File: src/rtl/biu_pkg.sv
// Shared types, widths and address helper for the BIU prefetch/fetch logic.
package biu_pkg;

  localparam int ADDR_W    = 20;
  localparam int DATA_W    = 16;
  localparam int SEG_SHIFT = 4;

  typedef enum logic [1:0] {
    IDLE         = 2'd0,
    FETCH_WAIT   = 2'd1,
    DATA_RD_WAIT = 2'd2,
    DATA_WR      = 2'd3
  } fetch_state_t;

  // Real-mode segment:offset translation; the carry out of bit 19 is dropped.
  function automatic logic [ADDR_W-1:0] phys_addr(input logic [15:0] cs, input logic [15:0] ip);
    return {cs, {SEG_SHIFT{1'b0}}} + {{SEG_SHIFT{1'b0}}, ip};
  endfunction

endpackage

File: src/rtl/prefetch_queue.sv
// Byte FIFO for the instruction stream: two-byte push, one-byte pop, clear.
module prefetch_queue #(
  parameter int QUEUE_DEPTH = 6
) (
  input  logic                               clock,
  input  logic                               reset,
  input  logic                               clear,
  input  logic                               push,
  input  logic [15:0]                        push_word,
  input  logic                               pop,
  output logic [$clog2(QUEUE_DEPTH+1)-1:0]   count,
  output logic [7:0]                         head,
  output logic                               valid
);

  localparam int PW = $clog2(QUEUE_DEPTH);
  localparam int CW = $clog2(QUEUE_DEPTH + 1);

  logic [7:0]    mem_q [QUEUE_DEPTH];
  logic [7:0]    mem_d [QUEUE_DEPTH];
  logic [PW-1:0] rd_q, rd_d, wr_q, wr_d;
  logic [CW-1:0] count_q, count_d;
  logic          pop_s;

  // Depth need not be a power of two, so pointers wrap explicitly.
  function automatic logic [PW-1:0] ptr_inc(input logic [PW-1:0] p);
    return (p == PW'(QUEUE_DEPTH - 1)) ? '0 : p + PW'(1);
  endfunction

  always_comb begin
    mem_d   = mem_q;
    rd_d    = rd_q;
    wr_d    = wr_q;
    count_d = count_q;
    pop_s   = pop && (count_q != '0);
    if (clear) begin
      rd_d    = '0;
      wr_d    = '0;
      count_d = '0;
    end else begin
      if (push) begin
        mem_d[wr_q]          = push_word[7:0];
        mem_d[ptr_inc(wr_q)] = push_word[15:8];
        wr_d                 = ptr_inc(ptr_inc(wr_q));
      end else begin
        wr_d = wr_q;
      end
      rd_d    = pop_s ? ptr_inc(rd_q) : rd_q;
      count_d = count_q + (push ? CW'(2) : CW'(0)) - (pop_s ? CW'(1) : CW'(0));
    end
  end

  always_ff @(posedge clock or negedge reset) begin
    if (!reset) begin
      mem_q   <= '{default: 8'h00};
      rd_q    <= '0;
      wr_q    <= '0;
      count_q <= '0;
    end else begin
      mem_q   <= mem_d;
      rd_q    <= rd_d;
      wr_q    <= wr_d;
      count_q <= count_d;
    end
  end

  assign count = count_q;
  assign valid = (count_q != '0);
  assign head  = valid ? mem_q[rd_q] : 8'h00;

endmodule

File: src/rtl/biu_prefetch_fetcher.sv
// BIU memory master: arbitrates EU data accesses over instruction prefetch
// and keeps the byte queue topped up from CS:IP.
module biu_prefetch_fetcher
  import biu_pkg::*;
#(
  parameter int          QUEUE_DEPTH = 6,
  parameter logic [15:0] RESET_CS    = 16'hFFFF,
  parameter logic [15:0] RESET_IP    = 16'h0000
) (
  input  logic              clock,
  input  logic              reset,
  output logic              read_enable,
  output logic [ADDR_W-1:0] read_address,
  input  logic [DATA_W-1:0] read_data,
  output logic              write_enable,
  output logic [ADDR_W-1:0] write_address,
  output logic [DATA_W-1:0] write_data,
  input  logic              flush,
  input  logic [15:0]       flush_cs,
  input  logic [15:0]       flush_ip,
  input  logic              queue_pop,
  output logic [7:0]        queue_data,
  output logic              queue_valid,
  input  logic              eu_req,
  input  logic              eu_write,
  input  logic [ADDR_W-1:0] eu_address,
  input  logic [DATA_W-1:0] eu_wdata,
  output logic              eu_ack,
  output logic [DATA_W-1:0] eu_rdata
);

  localparam int CW = $clog2(QUEUE_DEPTH + 1);

  fetch_state_t      state_q, state_d;
  logic              phase_q, phase_d;
  logic              discard_q, discard_d;
  logic [15:0]       cs_q, cs_d, ip_q, ip_d, ip_next_s;
  logic              read_enable_q, read_enable_d;
  logic [ADDR_W-1:0] read_address_q, read_address_d;
  logic              write_enable_q, write_enable_d;
  logic [ADDR_W-1:0] write_address_q, write_address_d;
  logic [DATA_W-1:0] write_data_q, write_data_d;
  logic              eu_ack_q, eu_ack_d;
  logic [DATA_W-1:0] eu_rdata_q, eu_rdata_d;
  logic [CW-1:0]     q_count_s;
  logic              q_push_s;
  logic              can_fetch_s;

  // Fetch only when a whole word still fits; a flush always wins the slot.
  assign can_fetch_s = (q_count_s <= CW'(QUEUE_DEPTH - 2)) && !flush;

  prefetch_queue #(.QUEUE_DEPTH(QUEUE_DEPTH)) u_queue (
    .clock     (clock),
    .reset     (reset),
    .clear     (flush),
    .push      (q_push_s),
    .push_word (read_data),
    .pop       (queue_pop),
    .count     (q_count_s),
    .head      (queue_data),
    .valid     (queue_valid)
  );

  always_ff @(posedge clock or negedge reset) begin
    if (!reset) begin
      state_q <= IDLE;
      phase_q <= 1'b0;
    end else begin
      state_q <= state_d;
      phase_q <= phase_d;
    end
  end

  // Read accesses need two edges after the strobe; phase marks the second.
  always_comb begin
    state_d = state_q;
    phase_d = 1'b0;
    case (state_q)
      IDLE: begin
        if (eu_req) begin
          state_d = eu_write ? DATA_WR : DATA_RD_WAIT;
        end else if (can_fetch_s) begin
          state_d = FETCH_WAIT;
        end else begin
          state_d = IDLE;
        end
      end
      FETCH_WAIT, DATA_RD_WAIT: begin
        if (phase_q) begin
          state_d = IDLE;
        end else begin
          phase_d = 1'b1;
        end
      end
      DATA_WR: state_d = IDLE;
      default: state_d = IDLE;
    endcase
  end

  always_comb begin
    read_enable_d   = 1'b0;
    read_address_d  = read_address_q;
    write_enable_d  = 1'b0;
    write_address_d = write_address_q;
    write_data_d    = write_data_q;
    eu_ack_d        = 1'b0;
    eu_rdata_d      = eu_rdata_q;
    q_push_s        = 1'b0;
    discard_d       = 1'b0;
    ip_next_s       = ip_q;
    case (state_q)
      IDLE: begin
        if (eu_req && eu_write) begin
          write_enable_d  = 1'b1;
          write_address_d = eu_address;
          write_data_d    = eu_wdata;
        end else if (eu_req) begin
          read_enable_d  = 1'b1;
          read_address_d = eu_address;
        end else if (can_fetch_s) begin
          read_enable_d  = 1'b1;
          read_address_d = phys_addr(cs_q, ip_q);
        end else begin
          read_enable_d = 1'b0;
        end
      end
      FETCH_WAIT: begin
        // A flush anywhere in the fetch makes the returning word stale.
        if (!phase_q) begin
          discard_d = flush;
        end else if (!flush && !discard_q) begin
          q_push_s  = 1'b1;
          ip_next_s = ip_q + 16'd2;
        end else begin
          q_push_s = 1'b0;
        end
      end
      DATA_RD_WAIT: begin
        if (phase_q) begin
          eu_ack_d   = 1'b1;
          eu_rdata_d = read_data;
        end else begin
          eu_ack_d = 1'b0;
        end
      end
      DATA_WR: eu_ack_d = 1'b1;
      default: eu_ack_d = 1'b0;
    endcase
    cs_d = flush ? flush_cs : cs_q;
    ip_d = flush ? flush_ip : ip_next_s;
  end

  always_ff @(posedge clock or negedge reset) begin
    if (!reset) begin
      discard_q       <= 1'b0;
      cs_q            <= RESET_CS;
      ip_q            <= RESET_IP;
      read_enable_q   <= 1'b0;
      read_address_q  <= '0;
      write_enable_q  <= 1'b0;
      write_address_q <= '0;
      write_data_q    <= '0;
      eu_ack_q        <= 1'b0;
      eu_rdata_q      <= '0;
    end else begin
      discard_q       <= discard_d;
      cs_q            <= cs_d;
      ip_q            <= ip_d;
      read_enable_q   <= read_enable_d;
      read_address_q  <= read_address_d;
      write_enable_q  <= write_enable_d;
      write_address_q <= write_address_d;
      write_data_q    <= write_data_d;
      eu_ack_q        <= eu_ack_d;
      eu_rdata_q      <= eu_rdata_d;
    end
  end

  assign read_enable   = read_enable_q;
  assign read_address  = read_address_q;
  assign write_enable  = write_enable_q;
  assign write_address = write_address_q;
  assign write_data    = write_data_q;
  assign eu_ack        = eu_ack_q;
  assign eu_rdata      = eu_rdata_q;

endmodule

File: config.mk
export PLATFORM = sky130hd
export DESIGN_NAME = biu_prefetch_fetcher
export DESIGN_NICKNAME = d
export VERILOG_FILES = /design/src/rtl/biu_pkg.sv /design/src/rtl/prefetch_queue.sv /design/src/rtl/biu_prefetch_fetcher.sv
export SDC_FILE = /design/constraint.sdc
export NUM_CORES = 1
export LEC_CHECK = 0
export ABC_AREA = 1
export CAP_MARGIN = 25
export CORE_ASPECT_RATIO = 1.25
export CORE_MARGIN = 1
export CORE_UTILIZATION = 48
export DETAILED_ROUTE_END_ITERATION = 10
export PLACE_DENSITY = 0.77
export SYNTH_ARGS = -nofsm -noshare
export SYNTH_HDL_FRONTEND = slang
export SYNTH_HIERARCHICAL = 1
export SYNTH_SLANG_ARGS = --single-unit
File: constraint.sdc
create_clock -name clock -period 2.3 [get_ports clock]
set_input_delay 0.345 -clock clock [delete_from_list [all_inputs] [get_ports clock]]
set_output_delay 0.345 -clock clock [all_outputs]
set_load 0.01 [all_outputs]
==> results of run 1 <==
==> power groups by stage <==
| stage | clock network [mW] | logic [mW] | registers, mW |
|---|---|---|---|
| after floorplan | 0 | 2.31 | 4.74 |
| after global placement | 0 | 4.94 | 4.53 |
| after detailed placement | 0 | 5.02 | 4.54 |
| after CTS | 2.77 | 5.05 | 4.50 |
| after global routing | 2.89 | 5.58 | 4.62 |
| final | 2.72 | 5.03 | 4.51 |
==> kinds of logic (layout without fill, tap and decap cells) <==
kind of cell               after synthesis  in the layout  synth area share [%]
and+or+nand+nor                        657            657                  30.6
muxes                                   16             16                  2.02
AOI/OAI and AO/OA                      132            132                  8.82
xor gates and xnor gates                14             14                  1.38
buffers and inverters                  146            337                  6.75
DFF                                    168            168                  47.4
adders and majority gates               21             21                  3.03
==> worst paths after layout <==
kind / from / end / slack [ns] / cells after the start
min in group asynchronous: reset / u_queue/mem_q[15] / 0.48 / 2
worst max register to register: state_q[1] / u_queue/count[2] / 0.26 / 12
worst max-delay path: u_queue/rd_q[0] / queue_data[1] / 0.14 / 5
max in group asynchronous: reset / cs_q[2] / 1.14 / 3
worst min-delay path: flush_cs[9] / cs_q[9] / 0.42 / 3
worst min register to register: u_queue/mem_q[14] / u_queue/mem_q[14] / 0.46 / 2
==> placed cells by master (no fill, tap or decap), types with 17 or more instances in the layout <==
master and count:
a31oi_1 32, inv_1 90, dfrtp_1 151, a21oi_1 23, ha_1 20, clkbuf_16 17
nand2_1 486, nor2_1 73, o21ai_1 20, inv_2 18, buf_4 17, nand3_1 42
o21ai_0 32, clkdlybuf4s50_1 164
==> sequential cells by signal (all words and copies together) (netlist names) <==
signal,flops
u_queue/mem_q,48
read_address,20
write_address,20
cs_q,16
eu_rdata,16
ip_q,16
write_data,16
u_queue/count,3
u_queue/rd_q,3
u_queue/wr_q,3
state_q,2
discard_q,1
eu_ack,1
phase_q,1
read_enable,1
write_enable,1
==> worst reg2reg max path: cells and delay by family, from the launching register on <==
kind                       cells  cell delay (ns)
xor gates and xnor gates       1             0.15
adders and majority gates      3             0.63
buffers and inverters          4             0.25
DFF                            1             0.40
and+or+nand+nor                4             0.52
==> layer usage <==
| metal | wire length, um | share of wire (%) | GRT usage (%) | vias up |
|---|---|---|---|---|
| li1 | - | - | - | 4004 |
| met1 | 9790 | 38 | 32.5 | 3899 |
| met2 | 13100 | 51 | 49.4 | 321 |
| met3 | 1690 | 6.5 | 6.78 | 90 |
| met4 | 1300 | 5.0 | 14.7 | 0 |
| met5 | 0 | 0 | 0 | - |
==> area by class of cell <==
cell class              instances  area (um2)
well taps                     228         285
fillers                      1634        6680
multi-input cells             840        4090
repair buffers                195        1920
flip-flops and latches        168        4230
clock inverters                13         113
inverters                     110         413
clock buffers                  19         443
==> what timing repair did <==
action | CTS | global route
hold endpoints to repair | 46 | 0
pin swaps | 0 | 1
buffers inserted | 2 | 0
resized for setup | 12 | 6
hold buffers | 1 | 0
endpoints found under the setup margin | 8 | 6
==> through the flow <==
step	cell area, um2	hold slack, ns	instances
floorplan	8910	0.0494	1154
global placement	10900	0.382	1538
detailed placement	10900	0.385	1538
CTS	11500	0.414	1573
global route	11500	0.434	1573
finish	11500	0.420	1573
==> results.json, run 1 <==
{
  "status": "finished clean",
  "root_buffer": "clkbuf_16",
  "postSynthAreaPerCell_um2": 7.72,
  "yosysTopAreaCell": "dfrtp_1",
  "first_iter_violations": 679,
  "cts_max_level": 4,
  "preCtsSetupSlack_ns": 0.189,
  "critical_path_class": "flop to primary output",
  "antenna_cells": 0,
  "max_stage_delay_ns": 0.39,
  "synth_edf_count": 0,
  "final.period_utilization_pct": 93.8,
  "vias": 8314,
  "cp_cell_sequence": "buf_6 > or2_2 > o211ai_1 > a21oi_1 > dlygate4sd2_1",
  "clock_latency_ns": 0.43,
  "tightest_slew_ns": 0.653,
  "finalSetupViolations": 0,
  "p_switching_mw": 4.48,
  "grt_pass1_vias": 8267,
  "dp_hpwl_um": 19200,
  "grt_overflow": 0,
  "path_delay_family": "buffers and inverters",
  "p_seq_share_pct": 36.8,
  "critPathMaxFanout": 28,
  "start_util_pct": 49.0,
  "hold_class": "input pin to flop",
  "startpoint_type": "flop",
  "post_drt_wl_per_cell_um": 16.5,
  "fmax_mhz": 464,
  "syn-num-nets": 1265,
  "yosysMostFrequentCell": "nand2_1",
  "ys_types": 39,
  "maxSlewHeadroom_pct": 56.5,
  "power.density_mw_per_mm2": 1070,
  "cts_tree": "built",
  "clock-skew-final_ns": 0.00999,
  "clock_power_share_pct": 22.2,
  "io_pins": 174,
  "worst_setup_path_end_kind": "primary output",
  "power_mw": 12.2,
  "synthTopCellsByCount": "486 x nand2_1, 152 x dfrtp_1, 90 x inv_1",
  "grt_pass1_wl_um": 41300,
  "path_buf_inv": 2,
  "setup-tns-final_ns": 0,
  "avgViaCountPerCell": 5.29,
  "grt_max_degree": 63,
  "gp_congestion": 0.925,
  "hold_violations": 0,
  "synth_top_area_share_pct": 42.7,
  "core_mm2": 0.0182,
  "dr.pass1.iters": 5,
  "ant_nets": 0,
  "grt_use_total_pct": 28.7,
  "cts_buffers": 17,
  "cp.arrival_ns": 1.81,
  "slew_viol_final": 0,
  "required_ns": 1.96,
  "combPwrFrac_pct": 41.0,
  "die_h_um": 154,
  "period_needed_ns": 2.16,
  "antenna_found_initial": 0,
  "rows": 55,
  "synthToLayoutAreaGrowth_pct": 28.9,
  "clock_sinks": 168,
  "vdd_drop_max_mv": 0.612,
  "clk_pin_slew_worst_paths_ns": 0.07,
  "netlist_top_cells_area": "dfrtp_1 43%, nand2_1 20%, dfstp_2 4.7%",
  "rsz0062_at_grt": "false",
  "setup_ws_ns": 0.143,
  "power.internal_mw": 7.77,
  "yosysWarnings": 6,
  "synth_seq_area_share_pct": 47.4,
  "post-route-util_pct": 63.2,
  "port_buffers": 173,
  "p_leak_nw": 5.64,
  "clockBufferDepth": 2,
  "ys_ff_latch": 168,
  "netlist_area_mm2": 0.00891,
  "synthCells": 1154,
  "die_area_mm2": 0.0191,
  "die_w_um": 124,
  "finish.net_count": 1443,
  "drc_errors": 0,
  "wl_um": 25900,
  "async_flop_share_pct": 100,
  "maxCapViolCount": 0,
  "final_layout_size_suffix_gt1_share_pct": 10.4,
  "yosys_most_used_dff": "dfrtp_1",
  "cp_slowest_cell": "dfrtp_1",
  "swShare_pct": 36.6
}
No activity file was read; power rests on OpenSTA's default activity.
==> inputs of run 2 (changes only) <==
- SYNTH_HIERARCHICAL: 1 -> default
==> run 2 against run 1 <==
Critical endpoint is now queue_data[6]. Largest cell class unchanged. First-iteration DRC count fell by 17%. Sequential power hardly changed. Global-route usage shrank 1.3 points. Wire length down 6.3%. Cell count is 4.0% lower.
==> results.json, run 2 <==
{
  "die_w_um": 122,
  "wl_um": 24300,
  "cts_buffers": 17,
  "reg2reg_depth": 6,
  "fmax_mhz": 451,
  "tightest_slew_ns": 0.583,
  "ys_types": 41,
  "yosysMostFrequentCell": "nand2_1",
  "first_iter_violations": 561,
  "finalNonFillerCells": 1510,
  "finish.net_count": 1384,
  "io_pins": 174,
  "grt_pass1_wl_um": 39300,
  "die_h_um": 152,
  "dr.pass1.iters": 5,
  "power.density_mw_per_mm2": 1070,
  "setup-tns-final_ns": 0,
  "yosysTopAreaCell": "dfrtp_1",
  "netlist_area_mm2": 0.00863,
  "clockBufferDepth": 2,
  "grt_max_degree": 54,
  "synth_seq_area_share_pct": 48.9,
  "die_area_mm2": 0.0185,
  "synth_top_area_share_pct": 44.1,
  "core_mm2": 0.0175,
  "postSynthAreaPerCell_um2": 7.91,
  "gp_congestion": 0.874,
  "final_common_cell": "nand2_1",
  "status": "finished clean",
  "avgViaCountPerCell": 5.30,
  "period_needed_ns": 2.22,
  "worst_setup_path_end_kind": "primary output",
  "yosys_most_used_dff": "dfrtp_1",
  "grt_pass1_vias": 7845,
  "post_drt_wl_per_cell_um": 16.1,
  "async_flop_share_pct": 100,
  "cts_max_level": 4,
  "clk_pin_slew_worst_paths_ns": 0.07,
  "ys_ff_latch": 168,
  "maxCapViolCount": 0,
  "maxSlewHeadroom_pct": 61.0,
  "placed_cells": 1473,
  "required_ns": 1.96,
  "regMostFlops": "u_queue.mem_q",
  "largest_reg_flops": 48,
  "final.period_utilization_pct": 96.5,
  "r2r_start": "state_q[1]",
  "yosysWarnings": 0,
  "finalSetupViolations": 0,
  "hold_class": "input pin to async pin",
  "timing.rr.end": "u_queue.mem_q[42]",
  "critical_path_class": "flop to primary output",
  "clock_sinks": 168,
  "syn-num-nets": 1203,
  "final_layout_size_suffix_gt1_share_pct": 8.71,
  "cts_tree": "built",
  "drc_errors": 0,
  "rsz0062_at_grt": "false",
  "root_buffer": "clkbuf_16",
  "slew_viol_final": 0,
  "grt_overflow": 0,
  "start_util_pct": 49.3,
  "p_leak_nw": 5.43,
  "vdd_drop_max_mv": 0.490,
  "netlist_top_cells_area": "dfrtp_1 44%, nand2_1 18%, inv_1 5.2%",
  "grt_use_total_pct": 27.4,
  "hold_violations": 0,
  "port_buffers": 173,
  "critPathMaxFanout": 8,
  "cp.arrival_ns": 1.87,
  "antenna_found_initial": 0,
  "r2r_slack_ns": 0.30,
  "synthTopCellsByCount": "404 x nand2_1, 152 x dfrtp_1, 120 x inv_1",
  "vias": 7997,
  "synthToLayoutAreaGrowth_pct": 30.8,
  "antenna_cells": 0,
  "rows": 54,
  "clock-skew-final_ns": 0.00774,
  "clock_latency_ns": 0.44,
  "synth_edf_count": 0,
  "ant_nets": 0,
  "layout_common_cells": "404 x nand2_1, 164 x clkdlybuf4s50_1, 151 x dfrtp_1",
  "startpoint_type": "flop",
  "num-fill-cells": 1512,
  "synthCells": 1092,
  "dp_hpwl_um": 17900
}
-- run 2: kinds of logic after synthesis --
family / synth area share [%]
compound gates: 13.6
buf+inv: 7.75
mux: 1.04
flops: 48.9
fa+ha+maj: 3.13
xor+xnor: 1.72
simple gates: 23.9
-- run 2: per-layer routing --
layer / share of wire, % / GRT usage, %
met2: 50 / 47.3
met5: 0 / 0
met4: 3.6 / 11.8
met3: 6.6 / 5.67
met1: 40 / 32.5
-- run 2: cell type report --
| cell class | instances | area [um2] | area share, % |
|---|---|---|---|
| timing repair buffer | 202 | 1980 | 17.5 |
| clock buffer | 20 | 457 | 4.04 |
| sequential | 168 | 4230 | 37.4 |
| tap | 224 | 280 | 2.48 |
| inverter | 129 | 485 | 4.30 |
| multi-input combinational | 755 | 3750 | 33.2 |
| clock inverter | 12 | 116 | 1.03 |
-- run 2: worst max-delay path: stages, from the launching register on --
cell	delay [ns]
dfrtp_2	0.45
buf_12	0.15
a21oi_1	0.16
o21ai_0	0.14
nand2_1	0.10
nand2_1	0.06
a21oi_1	0.11
dlygate4sd2_1	0.27
-- run 2: how the worst max path moves through the flow --
stage,depth (start not counted),from,slack (ns),end
after floorplan,9,state_q[1],0.46,u_queue.count[2]
after global placement,4,u_queue.rd_q[1],0.17,queue_data[3]
after detailed placement,4,u_queue.rd_q[1],0.1,queue_data[0]
after CTS,7,u_queue.rd_q[1],0.09,queue_data[6]
after global routing,7,u_queue.rd_q[1],0.007,queue_data[5]
final,7,u_queue.rd_q[1],0.08,queue_data[6]
-- run 2: what timing repair did --
action / 4_1_cts / 5_1_grt
setup endpoints to repair: 8 / 7
hold buffers: 1 / 0
resized for setup: 14 / 5
buffers inserted: 2 / 2
hold endpoints to repair: 43 / 0
-- run 2: through the flow --
stage	hold WS, ns	area (um2)	power, mW	setup slack, ns	util [%]
after floorplan	0.0494	8630	6.88	0.458	-
after global placement	0.328	10700	9.25	0.170	61.0
after detailed placement	0.335	10700	9.40	0.0971	61.0
after CTS	0.414	11300	12.2	0.0856	64.4
after global routing	0.424	11300	12.9	0.00655	64.6
final	0.420	11300	12.1	0.0807	64.6
-- run 2: power by group --
| group | switching, mW | total, mW | leakage [nW] | internal (mW) |
|---|---|---|---|---|
| clock | 1.23 | 2.79 | 0.266 | 1.56 |
| sequential | 0.586 | 4.50 | 2.01 | 3.91 |
| combinational | 2.44 | 4.82 | 3.15 | 2.38 |
==> inputs of run 3 (changes only) <==
- CORE_MARGIN: 1 -> 2
- TNS_END_PERCENT: default -> 50
==> run 3 against run 2 <==
Core utilization shrank 0.29 points. Combinational power hardly changed. Largest power group unchanged. Clock skew grew 0.0033 ns. Cell area about the same. Setup slack better by 0.033 ns. Fmax is 1.5% higher. Non-clock buffer count fell by 4. Register-to-register slack barely moved. Highest routed layer unchanged.
==> results.json, run 3 (synthesis gave the netlist of run 2 again) <==
{
  "cp.arrival_ns": 1.84,
  "timing.rr.end": "read_address[16]",
  "required_ns": 1.96,
  "reg2reg_depth": 11,
  "finalNonFillerCells": 1506,
  "root_buffer": "clkbuf_16",
  "cts_max_level": 4,
  "startpoint_type": "flop",
  "clk_pin_slew_worst_paths_ns": 0.07,
  "final.period_utilization_pct": 95.0,
  "r2r_slack_ns": 0.31,
  "wl_um": 24700,
  "critPathMaxFanout": 15,
  "r2r_start": "ip_q[4]",
  "drc_errors": 0,
  "slew_viol_final": 0,
  "io_pins": 174,
  "grt_use_total_pct": 26.5,
  "ant_nets": 0,
  "worst_setup_path_end_kind": "primary output",
  "finalSetupViolations": 0,
  "placed_cells": 1471,
  "hold_violations": 0,
  "synthToLayoutAreaGrowth_pct": 30.7,
  "maxCapViolCount": 0,
  "antenna_found_initial": 0,
  "post_drt_wl_per_cell_um": 16.4,
  "grt_overflow": 0,
  "status": "finished clean",
  "power_mw": 12.2,
  "maxSlewHeadroom_pct": 59.9,
  "hold_class": "input pin to async pin",
  "port_buffers": 173,
  "clock_sinks": 168,
  "post-route-util_pct": 64.3,
  "rsz0062_at_grt": "true",
  "clockBufferDepth": 2,
  "die_area_mm2": 0.0191,
  "clock_latency_ns": 0.44,
  "die_h_um": 154,
  "avgViaCountPerCell": 5.37,
  "vias": 8085,
  "final_layout_size_suffix_gt1_share_pct": 8.50,
  "start_util_pct": 49.2,
  "regMostFlops": "u_queue.mem_q",
  "first_iter_violations": 625,
  "fmax_mhz": 457,
  "rows": 54,
  "grt_pass1_wl_um": 39400,
  "p_leak_nw": 5.43,
  "layout_common_cells": "404 x nand2_1, 164 x clkdlybuf4s50_1, 151 x dfrtp_1",
  "cts_tree": "built",
  "cts_buffers": 17,
  "critical_path_class": "flop to primary output",
  "vdd_drop_max_mv": 0.540,
  "grt_max_degree": 66,
  "placed_cell_area_mm2": 0.0107,
  "final_area_mm2": 0.0113,
  "final_common_cell": "nand2_1",
  "clock-skew-final_ns": 0.0110,
  "dr.pass1.iters": 6,
  "finish.net_count": 1380,
  "core_mm2": 0.0176,
  "power.density_mw_per_mm2": 1080,
  "gp_congestion": 0.951,
  "tightest_slew_ns": 0.600,
  "period_needed_ns": 2.19,
  "grt_pass1_vias": 7821,
  "antenna_cells": 0,
  "largest_reg_flops": 48,
  "dp_hpwl_um": 17900,
  "die_w_um": 124
}
-- run 3: cell count changes in the layout (fill, tap and decap cells not counted), sizes merged --
cell / change
clkdlybuf4s15: +1
inv: +5
buf: -4
clkbuf: -1
clkinvlp: -3
dlygate4sd2: -2
-- run 3: report_power, final --
part / internal (mW) / switching [mW]
Clock: 1.57 / 1.31
Sequential: 3.91 / 0.588
Combinational: 2.36 / 2.45
-- run 3: area by class of cell --
cell class / instances / area (um2)
multi-input combinational: 755 / 3750
tap: 224 / 280
clock inverter: 14 / 156
timing repair buffer: 198 / 1950
clock buffer: 18 / 439
inverter: 129 / 489
fill: 1521 / 6280
sequential: 168 / 4230
-- run 3: repair_timing --
item / 4_1_cts / 5_1_grt
endpoints found under the hold margin: 14 / 0
endpoints found under the setup margin: 8 / 8
setup buffers: 0 / 2
cloned: 0 / 0
gates resized for setup: 17 / 6
hold buffers: 1 / 0
-- run 3: worst max-delay path by stage --
stage,startpoint,to,slack (ns),cells past startpoint
CTS,u_queue.rd_q[1],queue_data[2],0.07,7
finish,u_queue.rd_q[0],queue_data[6],0.11,8
detailed placement,u_queue.rd_q[1],queue_data[1],0.08,4
global route,u_queue.rd_q[0],queue_data[1],-0.007,8
global placement,u_queue.rd_q[1],queue_data[7],0.20,4
floorplan,state_q[1],u_queue.count[2],0.46,9
-- run 3: through the flow --
| stage | hold slack, ns | TNS (ns) | setup slack, ns |
|---|---|---|---|
| finish | 0.283 | 0 | 0.114 |
| floorplan | 0.0494 | 0 | 0.458 |
| global placement | 0.173 | 0 | 0.196 |
| global route | 0.300 | -0.00724 | -0.00724 |
| detailed placement | 0.173 | 0 | 0.0795 |
| CTS | 0.278 | 0 | 0.0732 |
-- run 3: worst max-delay path: stages, from the launching register on --
cell	delay, ns
dfrtp_1	0.39
inv_2	0.08
buf_6	0.15
a21oi_1	0.11
o21ai_0	0.12
nand2_1	0.09
nand2_1	0.05
a21oi_1	0.13
dlygate4sd2_1	0.28
-- run 3: metal layers --
metal,track usage (%),up-vias,share of wire [%]
li1,-,3886,-
met1,31.8,3801,39
met2,45.5,336,50
met3,5.82,62,7.6
met4,11.1,0,3.6
met5,0,-,0
